`src/rtl/debounced_led_counter_pkg.sv`:
```
`default_nettype none
// ============================================================================
// Module      : debounced_led_counter_pkg
// Description : Shared definitions for the debounced LED counter: FSM state
//               enum and the bit positions its encoding is built around.
//               State bit 0 = direction (1 = up), bit 1 = paused, so a mode
//               press toggles bit 0 and a hold press toggles bit 1.
// Revision    : 1.0 - initial release
// ============================================================================
package debounced_led_counter_pkg;

    typedef enum logic [1:0] {
        RUN_DOWN   = 2'b00,
        RUN_UP     = 2'b01,
        PAUSE_DOWN = 2'b10,
        PAUSE_UP   = 2'b11
    } state_e;

    localparam int unsigned C_STATE_DIR_BIT   = 0;
    localparam int unsigned C_STATE_PAUSE_BIT = 1;

endpackage

`default_nettype wire

```
`src/rtl/btn_debounce.sv`:
```
`default_nettype none
// ============================================================================
// Module      : btn_debounce
// Description : Active-low button conditioner. 2-FF synchronizer followed by
//               a press debounce counter. pressed rises after DEBOUNCE_TIME
//               consecutive synchronized lows and drops on the first
//               synchronized high; press is a one-cycle pulse aligned with
//               the first cycle pressed is high.
// Ports       : clk     - system clock (rising edge)
//               rst     - synchronous active-high reset
//               btn_n   - raw active-low button, asynchronous to clk
//               pressed - debounced level
//               press   - one-cycle pulse on rising edge of pressed
// Revision    : 1.0 - initial release
// ============================================================================
module btn_debounce #(
    parameter int DEBOUNCE_TIME = 500000
) (
    input  logic clk,
    input  logic rst,
    input  logic btn_n,
    output logic pressed,
    output logic press
);

    localparam int              CW     = $clog2(DEBOUNCE_TIME + 1);
    localparam logic [CW-1:0]   C_DONE = CW'(DEBOUNCE_TIME);

    logic          sync1_q;
    logic          sync2_q;
    logic [CW-1:0] cnt_q;
    logic [CW-1:0] cnt_d;
    logic [CW-1:0] w_cnt_inc;
    logic          pressed_q;
    logic          pressed_d;
    logic          press_q;

    assign w_cnt_inc = cnt_q + CW'(1);

    // The counter parks at C_DONE while the button stays low, so pressed
    // stays asserted without the counter wrapping.
    always_comb begin
        cnt_d     = cnt_q;
        pressed_d = pressed_q;
        if (sync2_q) begin
            cnt_d     = '0;
            pressed_d = 1'b0;
        end else if (cnt_q != C_DONE) begin
            cnt_d     = w_cnt_inc;
            pressed_d = (w_cnt_inc == C_DONE);
        end
    end

    always_ff @(posedge clk) begin
        if (rst) begin
            sync1_q   <= 1'b1;
            sync2_q   <= 1'b1;
            cnt_q     <= '0;
            pressed_q <= 1'b0;
            press_q   <= 1'b0;
        end else begin
            sync1_q   <= btn_n;
            sync2_q   <= sync1_q;
            cnt_q     <= cnt_d;
            pressed_q <= pressed_d;
            press_q   <= pressed_d & ~pressed_q;
        end
    end

    assign pressed = pressed_q;
    assign press   = press_q;

endmodule

`default_nettype wire

```
`src/rtl/debounced_led_counter.sv`:
```
`default_nettype none
// ============================================================================
// Module      : debounced_led_counter
// Description : LED counter stepping once every WAIT_TIME cycles, controlled
//               by three debounced buttons: clear (level, loads PRESET),
//               mode (toggles direction) and hold (toggles run/pause).
//               Optional macro COUNTER_WRAP_EN: count wraps at the ends
//               instead of saturating.
// Ports       : clk        - system clock (rising edge)
//               rst        - synchronous active-high reset
//               btn_clr_n  - active-low clear button (async)
//               btn_mode_n - active-low direction toggle button (async)
//               btn_hold_n - active-low run/pause toggle button (async)
//               led        - current count (active-low LEDs)
//               tick       - one-cycle pulse on each count step
//               dir_up     - 1 = counting up
//               paused     - 1 = FSM in a paused state
// Revision    : 1.0 - initial release
// ============================================================================
module debounced_led_counter
    import debounced_led_counter_pkg::*;
#(
    parameter int               WIDTH         = 6,
    parameter int               WAIT_TIME     = 1350000,
    parameter int               DEBOUNCE_TIME = 500000,
    parameter logic [WIDTH-1:0] PRESET        = '1
) (
    input  logic             clk,
    input  logic             rst,
    input  logic             btn_clr_n,
    input  logic             btn_mode_n,
    input  logic             btn_hold_n,
    output logic [WIDTH-1:0] led,
    output logic             tick,
    output logic             dir_up,
    output logic             paused
);

    localparam int            TW          = (WAIT_TIME > 1) ? $clog2(WAIT_TIME) : 1;
    localparam logic [TW-1:0] C_TICK_LAST = TW'(WAIT_TIME - 1);

    logic             w_clr_level;
    logic             w_clr_press;
    logic             w_mode_level;
    logic             w_mode_press;
    logic             w_hold_level;
    logic             w_hold_press;
    logic             w_unused;

    state_e           state_q;
    state_e           state_d;
    logic [TW-1:0]    tcnt_q;
    logic [TW-1:0]    tcnt_d;
    logic [WIDTH-1:0] count_q;
    logic [WIDTH-1:0] count_d;
    logic             w_run;
    logic             w_up;
    logic             w_tick;

    btn_debounce #(.DEBOUNCE_TIME(DEBOUNCE_TIME)) u_db_clr (
        .clk     (clk),
        .rst     (rst),
        .btn_n   (btn_clr_n),
        .pressed (w_clr_level),
        .press   (w_clr_press)
    );

    btn_debounce #(.DEBOUNCE_TIME(DEBOUNCE_TIME)) u_db_mode (
        .clk     (clk),
        .rst     (rst),
        .btn_n   (btn_mode_n),
        .pressed (w_mode_level),
        .press   (w_mode_press)
    );

    btn_debounce #(.DEBOUNCE_TIME(DEBOUNCE_TIME)) u_db_hold (
        .clk     (clk),
        .rst     (rst),
        .btn_n   (btn_hold_n),
        .pressed (w_hold_level),
        .press   (w_hold_press)
    );

    // Clear acts on the level; mode/hold act on the edge pulse only.
    assign w_unused = w_clr_press ^ w_mode_level ^ w_hold_level;

    assign w_up   = state_q[C_STATE_DIR_BIT];
    assign w_run  = ~state_q[C_STATE_PAUSE_BIT];
    assign w_tick = w_run & ~w_clr_level & (tcnt_q == C_TICK_LAST);

    // The state encoding makes each press a single bit flip, so coincident
    // mode and hold presses compose naturally (e.g. RUN_DOWN -> PAUSE_UP).
    always_comb begin
        state_d = state_e'(state_q ^ {w_hold_press, w_mode_press});
    end

    always_comb begin
        tcnt_d  = tcnt_q;
        count_d = count_q;
        if (w_clr_level) begin
            tcnt_d  = '0;
            count_d = PRESET;
        end else if (w_run) begin
            tcnt_d = w_tick ? '0 : tcnt_q + TW'(1);
            if (w_tick) begin
`ifdef COUNTER_WRAP_EN
                count_d = w_up ? count_q + WIDTH'(1) : count_q - WIDTH'(1);
`else
                if (w_up) begin
                    if (count_q != '1) count_d = count_q + WIDTH'(1);
                end else begin
                    if (count_q != '0) count_d = count_q - WIDTH'(1);
                end
`endif
            end
        end
    end

    always_ff @(posedge clk) begin
        if (rst) begin
            state_q <= RUN_DOWN;
            tcnt_q  <= '0;
            count_q <= PRESET;
        end else begin
            state_q <= state_d;
            tcnt_q  <= tcnt_d;
            count_q <= count_d;
        end
    end

    assign led    = count_q;
    assign tick   = w_tick;
    assign dir_up = state_q[C_STATE_DIR_BIT];
    assign paused = state_q[C_STATE_PAUSE_BIT];

endmodule

`default_nettype wire

```
`config.mk`:
```
export PLATFORM = sky130hd
export DESIGN_NAME = debounced_led_counter
export DESIGN_NICKNAME = d
export VERILOG_FILES = /design/src/rtl/debounced_led_counter_pkg.sv /design/src/rtl/btn_debounce.sv /design/src/rtl/debounced_led_counter.sv
export SDC_FILE = /design/constraint.sdc
export NUM_CORES = 1
export LEC_CHECK = 0
export CORE_AREA = 4 4 106 108
export DETAILED_ROUTE_END_ITERATION = 12
export DIE_AREA = 0 0 110 112
export MAX_ROUTING_LAYER = met4
export PLACE_DENSITY = 0.66
export SYNTH_ARGS = -nofsm -noshare
export SYNTH_HDL_FRONTEND = slang
export SYNTH_SLANG_ARGS = --single-unit
```
`constraint.sdc`:
```
create_clock -name clk -period 3.1 [get_ports clk]
set_input_delay 0.465 -clock clk [delete_from_list [all_inputs] [get_ports clk]]
set_output_delay 0.465 -clock clk [all_outputs]
set_load 0.005 [all_outputs]
```
==> results.py <==
metrics = {
    "status": {
        "status": "finished clean",
    },
    "synthesis": {
        "ys_seq_area_share_pct": 38.39,
        "yosys.area.top_type": "dfxtp_1",
        "synth_compound_area_share_pct": 4.477,
        "synth_top_family_by_area": "simple AND/OR/NAND/NOR gates",
        "synthCells": 599,
        "avgSynthCellArea_um2": 8.445,
        "yosysWarnings": 0,
        "synth_edf_count": 0,
        "synth-xor-area-share_pct": 14.54,
        "syn_nets": 618,
        "ys.flop_type": "dfxtp_1",
        "synth-seq-cells": 97,
        "yosysUniqueCellTypes": 53,
        "async_reset_ff_share_pct": 0,
        "synth_fa_ha_area_share_pct": 3.611,
        "synth_top_cells_by_area": "dfxtp_1 (38%), xnor2_1 (8.0%), nor2_1 (7.3%), xor2_1 (6.6%), nand3_1 (3.9%)",
        "synth_mux_area_share_pct": 1.781,
        "synth-simple-area-share_pct": 33.17,
        "yosysTopAreaCellShare_pct": 38.39,
        "synth_area_um2": 5059,
    },
    "floorplanning": {
        "die_area_um2": 12320,
        "core_um2": 10230,
        "rows": 37,
        "io_pins": 14,
        "die-height_um": 112,
        "initial_core_util_pct": 49.44,
        "die_x_um": 110,
    },
    "flow_run": {
        "maxCapViolations": 0,
    },
    "setup_path": {
        "startpoint": "tcnt_q[18]",
        "reg2reg_depth": 6,
        "critPathArrivalTime_ns": 2.27,
        "critical_path_class": "flop to output port",
        "cp.required_ns": 2.63,
        "rrSetupSlack_ns": 0.72,
        "critPathLaunchType": "flop",
        "cp_max_fo": 5,
        "r2r_start": "u_db_clr.cnt_q[7]",
        "r2r-end": "u_db_clr.pressed",
        "critPathCaptureType": "output port",
    },
    "timing": {
        "worstMarginPinSlew_ns": 0.7119,
        "rsz0062_at_grt": "no",
        "tns_ns": 0,
        "setup_viol": 0,
        "hold_violations": 0,
        "final_max_slew_viol_count": 0,
        "fmax_mhz": 365.9,
        "period_needed_ns": 2.733,
        "finClkSkew_ns": 0.01253,
        "min_period_over_period_pct": 88.15,
        "relSlewSlack_pct": 52.10,
        "hold_ws_ns": 0.4183,
    },
    "clock_tree": {
        "post_cts_resized": 0,
        "clockRootBuffer": "clkbuf_8",
        "ctsHoldBuffers": 0,
        "numCtsBuffers": 9,
        "clkSinkCount": 97,
        "clock_latency_ns": 0.37,
        "clockBufferDepth": 2,
        "cts_tree": "built",
        "post_cts_buffers": 0,
        "clk_pin_slew_ns": 0.10,
        "cts_max_level": 3,
    },
    "layout": {
        "fill_cells": 950,
        "drive_gt1_share_pct": 6.811,
        "diodes": 0,
        "fin_area_um2": 5443,
        "syn2layout_area_growth_pct": 7.593,
        "fin_cells": 738,
        "nets": 616,
    },
    "route": {
        "drc": 0,
        "avgViaCountPerCell": 5.402,
        "totalWireLength_mm": 9.705,
        "antenna_left": 0,
        "drt_iter0_drc": 147,
        "first_pass_iters": 4,
        "num_vias": 3987,
        "wl_per_cell_um": 13.15,
    },
    "power_and_ir_drop": {
        "leakagePower_nw": 1.772,
        "vdd_drop_max_v": 0.0002450,
        "power_per_cell_area_nw_per_um2": 399.4,
        "p_total_w": 0.002174,
    },
    "global_route": {
        "grt_pass1_vias": 3721,
        "antenna_found_initial": 0,
        "grt_max_degree": 21,
        "grt_pass1_wl_mm": 16.99,
        "grt_remaining_overflow": 0,
        "grtUsageTotal_pct": 17.29,
    },
    "min_path": {
        "hp-class": "flop to flop",
        "hp-start": "u_db_clr.sync1_q",
        "hold_depth": 1,
        "whs_endpoint": "u_db_clr.sync2_q",
    },
    "place": {
        "dpl_cell_area_um2": 5238,
        "gp_congestion": 0.8842,
        "dp_cells": 722,
        "port_buffers": 13,
        "dpl.hpwl_mm": 6.965,
    },
}
[metal layers]
metal	GRT usage [%]	share of wire (%)
met4	6.816	1.6
met5	-	0
met2	25.57	46
met3	2.957	3.0
met1	23.36	50
[cells in the mapped netlist (4+ instances only)]
library cell  number
nor3_1            19
mux2i_1            9
or2_2             10
nand3b_1           5
nor4_1             9
nand4b_1           5
nand3_1           39
or3_1              8
dfxtp_1           97
buf_2              5
a21oi_1           12
ha_1              13
nand4_1           23
inv_1             16
nor4b_1            7
nor2b_1            5
o21ai_0            7
and4_1             6
nor2_1            98
xnor2_1           46
and3_1            10
and2_1             4
clkbuf_1          22
xor2_1            38
nand2_1           45
[metrics by stage]
step           util [%]  setup slack [ns]
4_1_cts           53.20            0.3357
6_report          53.20            0.3672
5_1_grt           53.20            0.2214
3_3_place_gp      51.19            0.7796
3_5_place_dp      51.19            0.7709
2_1_floorplan         -            0.9131
[flip-flops by register name (all words and copies together), names as in the netlist, 2 cells and up]
| signal | count |
|---|---|
| led | 6 |
| state_q | 2 |
| tcnt_q | 21 |
| u_db_clr.cnt_q | 19 |
| u_db_hold.cnt_q | 19 |
| u_db_mode.cnt_q | 19 |
[critical path, stage by stage (launching register included)]
cell and delay, ns:
dfxtp_1 0.41, or4bb_2 0.62, nor3_1 0.14, nand4_1 0.15, inv_1 0.09, clkdlybuf4s50_1 0.49
[cells in the final DEF (no fill, tap or decap), types with 5 or more instances in the layout]
cell type,n
nand2_1,45
nor2b_1,5
o21ai_0,7
nand4_1,23
ha_1,13
nand3_1,39
xor2_1,38
dfxtp_1,97
mux2i_1,9
a21oi_1,12
clkbuf_8,9
and4_1,6
nand4b_1,5
nand3b_1,5
or3_1,8
nor4_1,9
xnor2_1,46
nor2_1,98
or2_2,10
and3_1,10
inv_1,16
clkdlybuf4s50_1,13
nor3_1,19
nor4b_1,7
[report_power, final]
part / total, W / internal (W) / switching [W]
logic: 0.0000399 / 0.0000170 / 0.0000229
clock network: 0.000874 / 0.000389 / 0.000484
registers: 0.00126 / 0.00125 / 0.00000650
[logic make-up after synthesis]
group | count (synthesis)
simple gates | 315
flops | 97
xor+xnor | 84
buf+inv | 45
compound gates | 35
fa+ha+maj | 14
mux | 9
[cell type report]
type / instances / area (um^2) / area share [%]
Tap cell: 136 / 170.2 / 3.126
Timing Repair Buffer: 16 / 152.6 / 2.805
Multi-Input combinational cell: 457 / 2913 / 53.52
Clock buffer: 9 / 123.9 / 2.276
Clock inverter: 7 / 81.33 / 1.494
Inverter: 16 / 60.06 / 1.103
Sequential cell: 97 / 1942 / 35.68
[how the worst max path moves through the flow]
stage | cells after the start | endpoint | slack, ns
finish | 5 | tick | 0.37
global route | 5 | tick | 0.22
CTS | 5 | tick | 0.34
detailed placement | 5 | tick | 0.77
global placement | 5 | tick | 0.78
floorplan | 9 | led[5] | 0.91
No activity file was read; power rests on OpenSTA's default activity.
